### src/rtl/mem_copy_engine_if.sv
// Bundle of job-control and memory-port signals for mem_copy_engine.
// The engine connects through the slave modport; the job issuer and memory through master.
interface mem_copy_engine_if #(
  parameter int unsigned DW = 16,
  parameter int unsigned AW = 5
);
  logic          start;
  logic          mode;
  logic [AW-1:0] src;
  logic [AW-1:0] dst;
  logic [AW:0]   len;
  logic [DW-1:0] fill_val;
  logic          abort;
  logic          busy;
  logic          done;
  logic          aborted;
  logic [AW:0]   words_done;
  logic          m_rd;
  logic [AW-1:0] m_raddr;
  logic          m_wr;
  logic [AW-1:0] m_waddr;
  logic [DW-1:0] m_din;
  logic [DW-1:0] m_dout;

  modport master (
    output start, mode, src, dst, len, fill_val, abort, m_dout,
    input  busy, done, aborted, words_done, m_rd, m_raddr, m_wr, m_waddr, m_din
  );

  modport slave (
    input  start, mode, src, dst, len, fill_val, abort, m_dout,
    output busy, done, aborted, words_done, m_rd, m_raddr, m_wr, m_waddr, m_din
  );
endinterface

### src/rtl/mem_copy_engine.sv
// Word-at-a-time memory copy/fill engine over a single-port-style read/write strobe interface.
// Copy alternates RD/WR per word; fill issues back-to-back WR cycles.
module mem_copy_engine #(
  parameter int unsigned DW = 16,
  parameter int unsigned AW = 5
) (
  input logic              clk,
  input logic              rst,
  mem_copy_engine_if.slave bus
);

  localparam logic [AW:0] MaxLen = {1'b1, {AW{1'b0}}};
  localparam logic [AW:0] CntOne = {{AW{1'b0}}, 1'b1};

  typedef enum logic [1:0] {StIdle, StRd, StWr, StDone} state_e;

  state_e        state_q, state_d;
  logic          mode_q, mode_d;
  logic [AW-1:0] src_q, src_d;
  logic [AW-1:0] dst_q, dst_d;
  logic [AW:0]   len_q, len_d;
  logic [AW:0]   cnt_q, cnt_d;
  logic [DW-1:0] fill_q, fill_d;
  logic          aborted_q, aborted_d;

  logic [AW:0]   eff_len;
  logic          last_word;

  // Requests longer than the memory are clamped to one full pass.
  assign eff_len   = (bus.len > MaxLen) ? MaxLen : bus.len;
  assign last_word = ((cnt_q + CntOne) == len_q);

  always_comb begin
    state_d   = state_q;
    mode_d    = mode_q;
    src_d     = src_q;
    dst_d     = dst_q;
    len_d     = len_q;
    fill_d    = fill_q;
    cnt_d     = cnt_q;
    aborted_d = aborted_q;
    unique case (state_q)
      StIdle: begin
        if (bus.start) begin
          mode_d    = bus.mode;
          src_d     = bus.src;
          dst_d     = bus.dst;
          len_d     = eff_len;
          fill_d    = bus.fill_val;
          cnt_d     = '0;
          aborted_d = 1'b0;
          if (eff_len == '0) begin
            state_d = StDone;
          end else begin
            state_d = bus.mode ? StWr : StRd;
          end
        end
      end
      StRd: begin
        // Abort during a read drops the word before its write is issued.
        if (bus.abort) begin
          aborted_d = 1'b1;
          state_d   = StDone;
        end else begin
          state_d = StWr;
        end
      end
      StWr: begin
        cnt_d = cnt_q + CntOne;
        if (bus.abort) begin
          aborted_d = 1'b1;
          state_d   = StDone;
        end else if (last_word) begin
          state_d = StDone;
        end else begin
          state_d = mode_q ? StWr : StRd;
        end
      end
      StDone: begin
        state_d = StIdle;
      end
      default: begin
        state_d = StIdle;
      end
    endcase
  end

  always_ff @(posedge clk) begin
    if (!rst) begin
      state_q   <= StIdle;
      mode_q    <= 1'b0;
      src_q     <= '0;
      dst_q     <= '0;
      len_q     <= '0;
      fill_q    <= '0;
      cnt_q     <= '0;
      aborted_q <= 1'b0;
    end else begin
      state_q   <= state_d;
      mode_q    <= mode_d;
      src_q     <= src_d;
      dst_q     <= dst_d;
      len_q     <= len_d;
      fill_q    <= fill_d;
      cnt_q     <= cnt_d;
      aborted_q <= aborted_d;
    end
  end

  // Strobes and addresses come only from registered state; write data may pass m_dout through.
  always_comb begin
    bus.busy       = 1'b0;
    bus.done       = 1'b0;
    bus.aborted    = 1'b0;
    bus.words_done = cnt_q;
    bus.m_rd       = 1'b0;
    bus.m_raddr    = '0;
    bus.m_wr       = 1'b0;
    bus.m_waddr    = '0;
    bus.m_din      = '0;
    unique case (state_q)
      StRd: begin
        bus.busy    = 1'b1;
        bus.m_rd    = 1'b1;
        bus.m_raddr = src_q + cnt_q[AW-1:0];
      end
      StWr: begin
        bus.busy    = 1'b1;
        bus.m_wr    = 1'b1;
        bus.m_waddr = dst_q + cnt_q[AW-1:0];
        bus.m_din   = mode_q ? fill_q : bus.m_dout;
      end
      StDone: begin
        bus.done    = 1'b1;
        bus.aborted = aborted_q;
      end
      default: begin
      end
    endcase
  end

endmodule
### src/flat_wrapper.sv
// flat-port wrapper written by rule: the top's interface ports become plain ports
module mem_copy_engine_flat 
#(
  parameter int unsigned DW = 16,
  parameter int unsigned AW = 5
)
  (clk, rst, bus_start, bus_mode, bus_src, bus_dst, bus_len, bus_fill_val, bus_abort, bus_m_dout, bus_busy, bus_done, bus_aborted, bus_words_done, bus_m_rd, bus_m_raddr, bus_m_wr, bus_m_waddr, bus_m_din);
  mem_copy_engine_if #(.DW(DW), .AW(AW)) bus_i ();
  input logic clk;
  input logic rst;
  input wire logic [$bits(bus_i.start)-1:0] bus_start;
  input wire logic [$bits(bus_i.mode)-1:0] bus_mode;
  input wire logic [$bits(bus_i.src)-1:0] bus_src;
  input wire logic [$bits(bus_i.dst)-1:0] bus_dst;
  input wire logic [$bits(bus_i.len)-1:0] bus_len;
  input wire logic [$bits(bus_i.fill_val)-1:0] bus_fill_val;
  input wire logic [$bits(bus_i.abort)-1:0] bus_abort;
  input wire logic [$bits(bus_i.m_dout)-1:0] bus_m_dout;
  output wire logic [$bits(bus_i.busy)-1:0] bus_busy;
  output wire logic [$bits(bus_i.done)-1:0] bus_done;
  output wire logic [$bits(bus_i.aborted)-1:0] bus_aborted;
  output wire logic [$bits(bus_i.words_done)-1:0] bus_words_done;
  output wire logic [$bits(bus_i.m_rd)-1:0] bus_m_rd;
  output wire logic [$bits(bus_i.m_raddr)-1:0] bus_m_raddr;
  output wire logic [$bits(bus_i.m_wr)-1:0] bus_m_wr;
  output wire logic [$bits(bus_i.m_waddr)-1:0] bus_m_waddr;
  output wire logic [$bits(bus_i.m_din)-1:0] bus_m_din;
  assign bus_i.start = bus_start;
  assign bus_i.mode = bus_mode;
  assign bus_i.src = bus_src;
  assign bus_i.dst = bus_dst;
  assign bus_i.len = bus_len;
  assign bus_i.fill_val = bus_fill_val;
  assign bus_i.abort = bus_abort;
  assign bus_i.m_dout = bus_m_dout;
  assign bus_busy = bus_i.busy;
  assign bus_done = bus_i.done;
  assign bus_aborted = bus_i.aborted;
  assign bus_words_done = bus_i.words_done;
  assign bus_m_rd = bus_i.m_rd;
  assign bus_m_raddr = bus_i.m_raddr;
  assign bus_m_wr = bus_i.m_wr;
  assign bus_m_waddr = bus_i.m_waddr;
  assign bus_m_din = bus_i.m_din;
  mem_copy_engine #(.DW(DW), .AW(AW)) u_core (.clk(clk), .rst(rst), .bus(bus_i));
endmodule
### config.mk
export PLATFORM = sky130hd
export DESIGN_NAME = mem_copy_engine_flat
export DESIGN_NICKNAME = d
export VERILOG_FILES = /design/src/rtl/mem_copy_engine_if.sv /design/src/rtl/mem_copy_engine.sv /design/src/flat_wrapper.sv
export SDC_FILE = /design/constraint.sdc
export NUM_CORES = 1
export LEC_CHECK = 0
export CORE_MARGIN = 1
export CORE_UTILIZATION = 30
export CTS_CLUSTER_DIAMETER = 30
export DETAILED_ROUTE_END_ITERATION = 8
export SETUP_SLACK_MARGIN = 0.1
export SLEW_MARGIN = 20
export SYNTH_ARGS = -nofsm -noshare
export SYNTH_HDL_FRONTEND = slang
export SYNTH_SLANG_ARGS = --single-unit
### constraint.sdc
create_clock -name clk -period 1.85 [get_ports clk]
set_input_delay 0.185 -clock clk [delete_from_list [all_inputs] [get_ports clk]]
set_output_delay 0.185 -clock clk [all_outputs]
set_load 0.005 [all_outputs]
## After elaboration in Yosys (flattened, before gate mapping)

Index checks and enable logic that the tools add are counted.
W data, S select, Z words.

- Add/subtract/negate cells: 3
- Order comparisons: 1
- Equal/unequal tests: 6
- Mux-type cells: 23
- Reductions and logical operators: 8

Operators by type and width:

| kind | count |
|---|---|
| $mux W16 | 2 |
| $mux W2 | 6 |
| $mux W6 | 2 |
| $pmux W6 S2 | 1 |
| $add A5 B5 Y5 | 2 |
| $mux W5 | 2 |
| $mux W1 | 8 |
| $pmux W2 S4 | 1 |
| $add A6 B1 Y6 const B | 1 |
| $eq A6 B6 Y1 | 1 |
| $gt A6 B6 Y1 const B | 1 |
| $logic_not A6 Y1 | 1 |
| $eq A2 B2 Y1 const B | 2 |
| $reduce_and A2 Y1 | 2 |
| $reduce_bool A2 Y1 | 2 |
| $reduce_and A3 Y1 | 1 |
| $eq A2 B1 Y1 const B | 1 |
| $logic_not A2 Y1 | 1 |
| $ne A2 B1 Y1 const B | 1 |
| $ne A2 B2 Y1 const B | 1 |
| $pmux W1 S2 | 1 |
| $reduce_or A2 Y1 | 1 |

- Flip-flop bits (word level): 42
- Input port bits: 53
- Output and inout bits: 37
- Word-level logic and storage cells: 49

## Longest topological paths before layout

- Depth in word-level cells: 6
- Depth in mapped cells: 8
- Mapped depth without buffers: 7

## Worst setup path after synthesis

No wires, ideal clock.

- Kind: reg-to-output
- Start point: reg u_core.cnt_q[0] (netlist: u_core.bus.words_done[0])
- End point: out bus_m_waddr[4]
- Arrival time: 1.584 ns
- Required time: 1.665 ns
- Slack: 0.081 ns
- Cell stages (with the launch flop): 7
- Path buffers: 0
- Cells stage by stage: dfxtp_1 > ha_1 > fa_1 > a21o_1 > a21oi_1 > xnor2_1 > and2_1

- Longest elaborated chain between the ends: 2

RTL lines:

| item | line | text |
|---|---|---|
| start: declaration | mem_copy_engine.sv:22 | `logic [AW:0] cnt_q, cnt_d;` |
| start signal: assignment | mem_copy_engine.sv:105 | `cnt_q <= cnt_d;` |
| $add A5 B5 Y5 | mem_copy_engine.sv:130 | `bus.m_waddr = dst_q + cnt_q[AW-1:0];` |
| $mux W5 | mem_copy_engine.sv:121 | `unique case (state_q)` |
| end: declaration | flat_wrapper.sv:26 | `output wire logic [$bits(bus_i.m_waddr)-1:0] bus_m_waddr;` |

No other way between the ends.

## Final worst setup path

- Start point: reg u_core.cnt_q[0] (netlist: u_core.bus.words_done[0])
- End point: out bus_m_raddr[4]

- Longest elaborated chain between the ends: 2

RTL lines:

| item | line | text |
|---|---|---|
| $add A5 B5 Y5 | mem_copy_engine.sv:125 | `bus.m_raddr = src_q + cnt_q[AW-1:0];` |
| $mux W5 | mem_copy_engine.sv:121 |  |
| end: declaration | flat_wrapper.sv:24 | `output wire logic [$bits(bus_i.m_raddr)-1:0] bus_m_raddr;` |

No other way between the ends.

==> results.sh <==
export IMPL_rsz_0062_raised_after_global_routing="yes"
export IMPL_path_class="flip-flop to output pin"
export IMPL_fin_util_pct=48.79
export IMPL_count_of_endpoints_failing_setup_in_the_final_report=5
export IMPL_worst_path_max_fanout=2
export IMPL_num_vias=2436
export IMPL_clock_path_buffers=2
export IMPL_post_route_period_util_pct=113.5
export IMPL_start_util_pct=30.93
export IMPL_switching_share_pct=34.58
export IMPL_power_sequential_fraction_pct=34.6
export IMPL_syn_inst=303
export IMPL_worst_r2r_cell_count=9
export IMPL_row_count=33
export IMPL_path_cells="buf_6, ha_4, fa_2, a21o_1, a21oi_2, xnor2_1, and2_1, buf_2"
export IMPL_worstMarginPinSlew_ps=318.4
export IMPL_power_per_cell_area_mw_per_mm2=821.0
export IMPL_critPathCaptureType="output pin"
export IMPL_synth_edff_count=0
export IMPL_drt_pass1_iterations=4
export IMPL_clockRootBuffer="sky130_fd_sc_hd__clkbuf_8"
export IMPL_timing_critical_path_max_delay_family="adder cells"
export IMPL_hold_start="bus_fill_val[4]"
export IMPL_grt_overflow_total=0
export IMPL_antenna_found_initial=0
export IMPL_clk_latency_ps=290
export IMPL_critPathArrivalTime_ps=1910
export IMPL_synth_avg_cell_area_um2=8.387
export IMPL_rr_endpoint="u_core.state_q[0]"
export IMPL_final_setup_skew_ps=9.164
export IMPL_hold_viol=0
export IMPL_dp_worst_setup_slack_ps=-391.1
export IMPL_share_of_layout_cells_above_drive_strength_1_pct=20.38
export IMPL_synth_seq_area_share_pct=33.09
export IMPL_cp_slowest_stage_delay_ps=360
export IMPL_synth_yosys_warnings=0
export IMPL_worst_setup_path_start_kind="flip-flop"
export IMPL_core_area_mm2=0.008217
export IMPL_grt_max_degree=34
export IMPL_clock_sinks=42
export IMPL_mappedNetlistArea_mm2=0.002541
export IMPL_share_clk_of_total_power_pct=17.9
export IMPL_htree_levels=2
export IMPL_timing_hold_worst_path_depth=3
export IMPL_max_cap_violations=0
export IMPL_timing_final_max_slew_violations=0
export IMPL_critPathSlowestCell="sky130_fd_sc_hd__fa_2"
export IMPL_p_comb_share_pct=47.5
export IMPL_final_design_area_no_fill_mm2=0.004009
export IMPL_worstPathBufferInverterCount=2
export IMPL_first_global_vias=2384
export IMPL_dp_final_hpwl_mm=5.041
export IMPL_static_leakage_power_nw=1.669
export IMPL_placement_io_buffers=89
export IMPL_dominantRegCellSynth="sky130_fd_sc_hd__dfxtp_1"
export IMPL_synth_fp_nets=371
export IMPL_setup_ws_ps=-248.9
export IMPL_drc=0
export IMPL_irDropWorstVdd_mv=0.4740
export IMPL_die_area_mm2=0.008843
export IMPL_cts_tree="built"
export IMPL_wire_length_of_the_first_global_routing_pass_mm=11.40
export IMPL_status="finished, violations left"
export IMPL_wirelength_mm=6.990
export IMPL_n_fill_cell=806
export IMPL_synth_seq_cells=42
export IMPL_failed_checks="setup timing"
export IMPL_design_final_nets=484
export IMPL_fin_crit_ps=2099
export IMPL_holdWs_ps=442.1
export IMPL_cts_clk_slew_worst_paths_ps=80
export IMPL_area_growth_syn_to_layout_pct=57.75
export IMPL_async_flop_share_pct=0
export IMPL_hold_path_end="u_core.fill_q[4]"
export IMPL_power_total_mw=3.291
export IMPL_yosysUniqueCellTypes=37
export IMPL_floorplan_die_width_um=94.04
export IMPL_maxSlewHeadroom_pct=78.58
export IMPL_route_antenna_remaining_nets=0
export IMPL_cell_internal_pwr_mw=2.153
export IMPL_post_dr_wirelength_cell_um=13.39
export IMPL_weighted_congestion_at_the_end_of_routability_driven_global_placement=0.7624
export IMPL_switching_power_mw=1.138
export IMPL_grt_total_usage_pct=16.74
export IMPL_place_area_mm2=0.003667
export IMPL_setup_reg_to_reg_worst_slack_ps=190
export IMPL_required_ps=1660
export IMPL_cts_hold_buf=0
export IMPL_io_pins=90
export IMPL_regToRegStartpoint="u_core.state_q[0]"
export IMPL_min_delay_path_class="input port to flip-flop"
export IMPL_routed_via_density=4.667
export IMPL_maxClockFrequency_ghz=0.4764
export IMPL_initial_detailed_routing_violation_count=63
export IMPL_antenna_cells_inserted=0
export IMPL_cts_buffers=5
export IMPL_die_height_um=94.04
power by group through the flow:
stage               Clock [mW]  Sequential, mW  Combinational (mW)
floorplan                    0            1.12               0.745
global route             0.640            1.16                1.72
CTS                      0.618            1.14                1.54
finish                   0.589            1.14                1.56
detailed placement           0            1.14                1.39
global placement             0            1.14                1.38
synthesized netlist by cell type, types with 8 or more instances:
master                      n  share of area, %
sky130_fd_sc_hd__nand2_1   65               9.6
sky130_fd_sc_hd__dfxtp_1   42                33
sky130_fd_sc_hd__a21boi_0  33               9.7
sky130_fd_sc_hd__nor2b_1   23               5.7
sky130_fd_sc_hd__mux2i_1   16               6.3
sky130_fd_sc_hd__ha_1      13               6.4
sky130_fd_sc_hd__and2_1    11               2.7
sky130_fd_sc_hd__clkbuf_1  10               1.5
sky130_fd_sc_hd__xnor2_1    9               3.1
sky130_fd_sc_hd__a21oi_1    8               1.6
worst max-delay path by stage:
stage	endpoint	slack, ps	cells past startpoint	startpoint
CTS	bus_m_waddr[4]	-280	7	u_core.bus.words_done[0]
global placement	bus_m_waddr[4]	-350	7	u_core.bus.words_done[0]
global route	bus_m_raddr[4]	-330	8	u_core.bus.words_done[0]
floorplan	bus_m_waddr[4]	130	6	u_core.bus.words_done[0]
detailed placement	bus_m_raddr[4]	-390	7	u_core.bus.words_done[0]
finish	bus_m_raddr[4]	-250	8	u_core.bus.words_done[0]
what timing repair did:
item                                   CTS  global route
pin swaps                               21            19
cloned                                   1             0
setup endpoints to repair               31            26
endpoints found under the hold margin    0             0
setup buffers                           13             4
resized for setup                       85            16
cells in the final DEF (no fill, tap or decap), drive strengths merged, types with 8 or more instances in the layout:
| cell | n |
|---|---|
| nor2b | 23 |
| mux2i | 16 |
| dfxtp | 42 |
| ha | 13 |
| clkdlybuf4s50 | 61 |
| xnor2 | 9 |
| buf | 41 |
| a21oi | 8 |
| nand2 | 65 |
| a21boi | 33 |
| dlygate4sd2 | 17 |
| and2 | 12 |
cell families after synthesis:
| kind of cell | share of synthesized area, % |
|---|---|
| and+or+nand+nor | 25.46 |
| AOI/OAI and AO/OA | 17.33 |
| DFF | 33.09 |
| buffers and inverters | 4.087 |
| muxes | 6.893 |
| xor gates and xnor gates | 5.170 |
| adders and majority gates | 7.977 |
per-stage QoR:
| step | cells | setup TNS, ps |
|---|---|---|
| global route | 522 | -1439 |
| finish | 522 | -858.1 |
| floorplan | 303 | 0 |
| CTS | 519 | -1014 |
| detailed placement | 499 | -1487 |
| global placement | 499 | -1256 |
cell type report:
type	count	area (um^2)	share of cell area [%]
multi-input cells	239	1733	43.23
repair buffers	125	1189	29.65
flip-flops and latches	42	858.3	21.41
well taps	105	131.4	3.277
clock buffers	6	72.57	1.810
clock inverters	2	13.76	0.3433
inverters	3	11.26	0.2809
worst min-delay path, stage by stage:
cell and delay, ps:
sky130_fd_sc_hd__clkdlybuf4s50_1 390, sky130_fd_sc_hd__nand2_1 50, sky130_fd_sc_hd__a21boi_0 60
sequential cells by signal (all words and copies together), names as in the netlist:
| name | flops |
|---|---|
| u_core.state_q | 2 |
| u_core.fill_q | 16 |
| u_core.mode_q | 1 |
| u_core.bus.words_done | 6 |
| u_core.dst_q | 5 |
| u_core.len_q | 6 |
| u_core.src_q | 5 |
| u_core.aborted_q | 1 |
metal layers:
| layer | up-vias | wire length [um] | share of wire [%] | GRT usage, % |
|---|---|---|---|---|
| met5 | - | 0 | 0 | 0 |
| met4 | 0 | 97 | 1.4 | 5.128 |
| met3 | 6 | 338 | 4.8 | 3.722 |
| met2 | 56 | 3338 | 48 | 29.20 |
| met1 | 1130 | 3215 | 46 | 20.33 |
| li1 | 1244 | - | - | - |
(Power assumes the default switching activity.)
